**config.mk**
```make
export PLATFORM = sky130hd
export DESIGN_NAME = output_weight_update
export DESIGN_NICKNAME = d
export VERILOG_FILES = /design/src/rtl/idann_pkg.sv /design/src/rtl/sat_sub.sv /design/src/rtl/output_weight_update.sv
export SDC_FILE = /design/constraint.sdc
export NUM_CORES = 1
export LEC_CHECK = 0
export CAP_MARGIN = 15
export CORE_MARGIN = 10
export CORE_UTILIZATION = 66
export CTS_CLUSTER_SIZE = 16
export DETAILED_ROUTE_END_ITERATION = 8
export MAX_ROUTING_LAYER = met4
export PLACE_DENSITY = 0.93
export SLEW_MARGIN = 20
export SYNTH_ARGS = -nofsm -noshare
export SYNTH_HDL_FRONTEND = slang
export SYNTH_HIERARCHICAL = 1
export SYNTH_SLANG_ARGS = --single-unit
```
**constraint.sdc**
```tcl
create_clock -name clk_i -period 16.4 [get_ports clk_i]
set_input_delay 3.28 -clock clk_i [delete_from_list [all_inputs] [get_ports clk_i]]
set_output_delay 3.28 -clock clk_i [all_outputs]
set_load 0.05 [all_outputs]
```
**src/rtl/idann_pkg.sv**
```systemverilog
// Shared constants and FSM state encoding for the output-neuron training datapath.
package idann_pkg;

    localparam int unsigned IDANN_W_WIDTH  = 8;
    localparam int unsigned IDANN_X_WIDTH  = 10;
    localparam int unsigned IDANN_E_WIDTH  = 12;
    localparam int unsigned IDANN_LR_SHIFT = 8;
    localparam int          IDANN_W0_INIT  = 5;
    localparam int          IDANN_W1_INIT  = 8;

    typedef enum logic [2:0] {
        StIdle,
        StMul0,
        StUpd0,
        StMul1,
        StUpd1,
        StDone
    } state_e;

endpackage

```
**src/rtl/sat_sub.sv**
```systemverilog
// Combinational saturating signed subtract: y = clamp(a - b) to the signed A_WIDTH range.
module sat_sub #(
    parameter int unsigned A_WIDTH = 8,
    parameter int unsigned B_WIDTH = 16
) (
    input  logic signed [A_WIDTH-1:0] a,
    input  logic signed [B_WIDTH-1:0] b,
    output logic signed [A_WIDTH-1:0] y
);

    // One guard bit over the wider operand keeps the full-width difference exact.
    localparam int unsigned D_WIDTH = ((A_WIDTH > B_WIDTH) ? A_WIDTH : B_WIDTH) + 1;

    logic signed [D_WIDTH-1:0] a_ext;
    logic signed [D_WIDTH-1:0] b_ext;
    logic signed [D_WIDTH-1:0] diff;
    logic signed [D_WIDTH-1:0] max_v;
    logic signed [D_WIDTH-1:0] min_v;

    assign a_ext = {{(D_WIDTH-A_WIDTH){a[A_WIDTH-1]}}, a};
    assign b_ext = {{(D_WIDTH-B_WIDTH){b[B_WIDTH-1]}}, b};
    assign diff  = a_ext - b_ext;
    assign max_v = {{(D_WIDTH-A_WIDTH+1){1'b0}}, {(A_WIDTH-1){1'b1}}};
    assign min_v = {{(D_WIDTH-A_WIDTH+1){1'b1}}, {(A_WIDTH-1){1'b0}}};

    always_comb begin
        y = diff[A_WIDTH-1:0];
        if (diff > max_v) begin
            y = max_v[A_WIDTH-1:0];
        end else if (diff < min_v) begin
            y = min_v[A_WIDTH-1:0];
        end
    end

endmodule

```
**src/rtl/output_weight_update.sv**
```systemverilog
// One gradient-descent step for the output neuron's two weights, sequenced over five
// cycles around a single shared multiplier and a single shared saturating subtractor.
module output_weight_update
    import idann_pkg::*;
#(
    parameter int unsigned W_WIDTH  = IDANN_W_WIDTH,
    parameter int unsigned X_WIDTH  = IDANN_X_WIDTH,
    parameter int unsigned E_WIDTH  = IDANN_E_WIDTH,
    parameter int unsigned LR_SHIFT = IDANN_LR_SHIFT,
    parameter int          W0_INIT  = IDANN_W0_INIT,
    parameter int          W1_INIT  = IDANN_W1_INIT
) (
    input  logic                      clk_i,
    input  logic                      rst_i,
    input  logic                      en_i,
    input  logic                      start_i,
    input  logic                      load_i,
    input  logic signed [W_WIDTH-1:0] w0_init_i,
    input  logic signed [W_WIDTH-1:0] w1_init_i,
    input  logic signed [E_WIDTH-1:0] err_i,
    input  logic        [X_WIDTH-1:0] x0_i,
    input  logic        [X_WIDTH-1:0] x1_i,
    output logic signed [W_WIDTH-1:0] w0_o,
    output logic signed [W_WIDTH-1:0] w1_o,
    output logic                      busy_o,
    output logic                      done_o
);

    localparam int unsigned P_WIDTH = E_WIDTH + X_WIDTH + 1;

    state_e                    state_q, state_d;
    logic signed [E_WIDTH-1:0] err_q, err_d;
    logic        [X_WIDTH-1:0] x0_q, x0_d;
    logic        [X_WIDTH-1:0] x1_q, x1_d;
    logic signed [P_WIDTH-1:0] prod_q, prod_d;
    logic signed [W_WIDTH-1:0] w0_q, w0_d;
    logic signed [W_WIDTH-1:0] w1_q, w1_d;

    logic        [X_WIDTH-1:0] x_sel;
    logic signed [P_WIDTH-1:0] mul_a;
    logic signed [P_WIDTH-1:0] mul_b;
    logic signed [P_WIDTH-1:0] mul_p;
    logic signed [P_WIDTH-1:0] delta;
    logic signed [W_WIDTH-1:0] w_sel;
    logic signed [W_WIDTH-1:0] w_new;

    // Activations are unsigned, so x is zero-extended before the signed multiply.
    assign x_sel = (state_q == StMul1) ? x1_q : x0_q;
    assign mul_a = {{(P_WIDTH-E_WIDTH){err_q[E_WIDTH-1]}}, err_q};
    assign mul_b = {{(P_WIDTH-X_WIDTH){1'b0}}, x_sel};
    assign mul_p = mul_a * mul_b;

    assign delta = prod_q >>> LR_SHIFT;
    assign w_sel = (state_q == StUpd1) ? w1_q : w0_q;

    sat_sub #(
        .A_WIDTH(W_WIDTH),
        .B_WIDTH(P_WIDTH)
    ) u_sat_sub (
        .a(w_sel),
        .b(delta),
        .y(w_new)
    );

    always_ff @(posedge clk_i or posedge rst_i) begin
        if (rst_i) begin
            state_q <= StIdle;
            err_q   <= '0;
            x0_q    <= '0;
            x1_q    <= '0;
            prod_q  <= '0;
            w0_q    <= W_WIDTH'(W0_INIT);
            w1_q    <= W_WIDTH'(W1_INIT);
        end else begin
            state_q <= state_d;
            err_q   <= err_d;
            x0_q    <= x0_d;
            x1_q    <= x1_d;
            prod_q  <= prod_d;
            w0_q    <= w0_d;
            w1_q    <= w1_d;
        end
    end

    always_comb begin
        state_d = state_q;
        err_d   = err_q;
        x0_d    = x0_q;
        x1_d    = x1_q;
        prod_d  = prod_q;
        w0_d    = w0_q;
        w1_d    = w1_q;
        if (en_i) begin
            unique case (state_q)
                StIdle: begin
                    // Load wins over a simultaneous start; that start is dropped.
                    if (load_i) begin
                        w0_d = w0_init_i;
                        w1_d = w1_init_i;
                    end else if (start_i) begin
                        err_d   = err_i;
                        x0_d    = x0_i;
                        x1_d    = x1_i;
                        state_d = StMul0;
                    end
                end
                StMul0: begin
                    prod_d  = mul_p;
                    state_d = StUpd0;
                end
                StUpd0: begin
                    w0_d    = w_new;
                    state_d = StMul1;
                end
                StMul1: begin
                    prod_d  = mul_p;
                    state_d = StUpd1;
                end
                StUpd1: begin
                    w1_d    = w_new;
                    state_d = StDone;
                end
                StDone: begin
                    state_d = StIdle;
                end
                default: begin
                    state_d = StIdle;
                end
            endcase
        end
    end

    assign w0_o   = w0_q;
    assign w1_o   = w1_q;
    assign busy_o = (state_q != StIdle);
    assign done_o = (state_q == StDone);

endmodule

```
==> results.yml <==
status:
  status: "finished clean"
setup_path:
  required_ps: 16680
  startpoint_type: "register"
  cp_max_fo: 12
  endpoint_kind: "register"
  arrival_ps: 6540
  criticalPathCategory: "reg -> reg"
sta:
  period_share_pct: 38.17
  post-route-min-period_ps: 6260
  rsz0062_at_grt: "false"
  clock-skew-final_ps: 11.04
  max_slew_margin_pct: 34.44
  whs_ps: 484.1
  tightest_slew_ps: 979.2
  max_freq_mhz: 159.7
  setup_tns_ps: 0
  finalSetupViolations: 0
  finalHoldViolCount: 0
  final_max_slew_viol_count: 0
place:
  dpl.hpwl_mm: 18.67
  place.gp.congestion: 0.9485
  port_buffers: 70
  dpl.cell_count: 1270
cts:
  ctsResizeCount: 0
  tritoncts: "done"
  cts-root-buf: "clkbuf_16"
  hold_buffers: 0
  numClockSinks: 66
  numCtsBuffers: 9
  clk_pin_slew_ps: 60
  clk_path_buf_depth: 2
  post_cts_buffers: 0
  htreeDepth: 3
  insertion_delay_ps: 350
synthesis:
  syn_nets: 1304
  post_synth.cell_area_avg_um2: 9.018
  ys_ff_latch: 66
  synth_ff_type: "dfrtp_1"
  netlist_instances: 1065
  ys_types: 81
  yosys_warnings: 6
  synth_commonest_cells: "inv_1 (179), nand2_1 (121), fa_1 (113)"
  seq_area_frac_synth_pct: 17.24
  yosys.cell_count.top_type: "inv_1"
  synth_top_area_share_pct: 23.55
  syn_area_um2: 9604
  synth_area_leaders: "fa_1 (24%), dfrtp_1 (16%), ha_1 (9.5%)"
  synth_async_sr_flop_share_pct: 100.0
  synth_area_leader_cell: "fa_1"
  synth_edf_count: 0
grt:
  grt_use_total_pct: 25.23
  grt-ovfl-total: 0
  antenna_found_initial: 0
  grt_pass1_vias: 8312
  grt_pass1_wl_mm: 40.32
  grt_start_max_net_pins: 67
layout:
  nets: 1337
  final_layout_size_suffix_gt1_share_pct: 8.613
  area_growth_pct: 10.92
  layout.cells.non_filler: 1287
  diodes: 0
detailed_routing:
  vias_per_cell: 5.999
  drt-total-wl_mm: 23.72
  firstDrtPassIters: 7
  antenna_left: 0
  drc: 0
  wl_per_cell_um: 18.43
  first_iter_violations: 495
  vias: 7721
die:
  rows: 44
  die_h_um: 140.6
  start_util_pct: 66.84
  die-area_um2: 19780
  coreArea_um2: 14370
  design.portCount: 71
  die_w_um: 140.6
run:
  cap_violations: 0
hold_path:
  hold_path.class: "reg -> reg"
-- layout by cell type, fill, tap and decap left out, types with 21 or more instances in the layout --
cell type        synthesis  routed
mux2i_1                 23      21
a21o_1                  21      21
o21ai_0                 41      41
and2_1                  44      44
mux2_2                  47      47
fa_1                   113     113
ha_1                    73      73
a21oi_1                 37      37
nor2b_1                 24      24
clkdlybuf4s50_1          0      70
dfrtp_1                 63      63
inv_1                  179     178
nor2_1                  32      32
nand2_1                121     121
-- state kept, by name (all words and copies together), names as in the netlist --
signal   flops
state_q      3
prod_q      15
x1_q        10
w0_o         8
w1_o         8
err_q       12
x0_q        10
-- cells by family (layout without fill, tap and decap cells) --
kind of cell             count (synthesis)  count (layout)  synth area share [%]
AND/OR/NAND/NOR                        300             300                 15.78
buffers and inverters                  231             269                 9.302
adder cells (fa/ha/maj)                186             186                 33.06
AO/OA/AOI/OAI                          186             186                 14.12
multiplexers                            70              70                 7.908
flip-flops                              66              66                 17.24
XOR/XNOR                                26              26                 2.593
-- worst max-delay path, cell delays in order (launching register included) --
cell	delay [ps]
dfrtp_1	540
nand3b_4	330
mux2_2	480
nand2_1	180
inv_1	120
fa_1	680
inv_1	150
fa_1	560
fa_1	440
fa_1	520
fa_1	540
inv_1	50
ha_1	440
nand2_1	120
or3_1	390
a32oi_1	220
a21oi_1	80
a211o_1	300
nand3_1	60
-- layer usage --
metal | vias to the layer above | GRT usage [%] | wire length, µm
li1 | 3563 | - | -
met1 | 3756 | 28.73 | 9433
met2 | 327 | 43.25 | 11990
met3 | 75 | 5.408 | 1627
met4 | 0 | 8.587 | 675
met5 | - | - | 0
-- metrics by stage --
stage / util (%) / area (µm²) / worst slack, ps
6_report: 74.14 / 10650 / 10140
5_1_grt: 74.14 / 10650 / 9773
4_1_cts: 74.03 / 10640 / 10030
3_5_place_dp: 71.97 / 10340 / 10040
3_3_place_gp: 71.97 / 10340 / 10260
2_1_floorplan: - / 9604 / 10520
-- final cells by class --
type,instances,area (µm²)
Tap cell,184,230.2
Timing Repair Buffer,74,730.7
Sequential cell,66,1655
Multi-Input combinational cell,768,7068
Fill cell,962,3716
Inverter,179,671.9
Clock buffer,11,232.7
Clock inverter,5,63.81
-- worst paths after layout --
path	startpoint	to	slack, ps	cells after the start
setup / recovery	state_q[2]	prod_q[20]	10140	18
hold / removal	prod_q[11]	prod_q[11]	480	2
setup reg to reg	state_q[2]	prod_q[20]	10140	18
hold reg to reg	prod_q[11]	prod_q[11]	480	2
max in group asynchronous	rst_i	err_q[9]	12330	3
min in group asynchronous	rst_i	w1_o[0]	3520	3
Power is left out: the tool's default activity adds up to more than one toggle a clock period on the data nets, which glitch-free logic cannot reach.
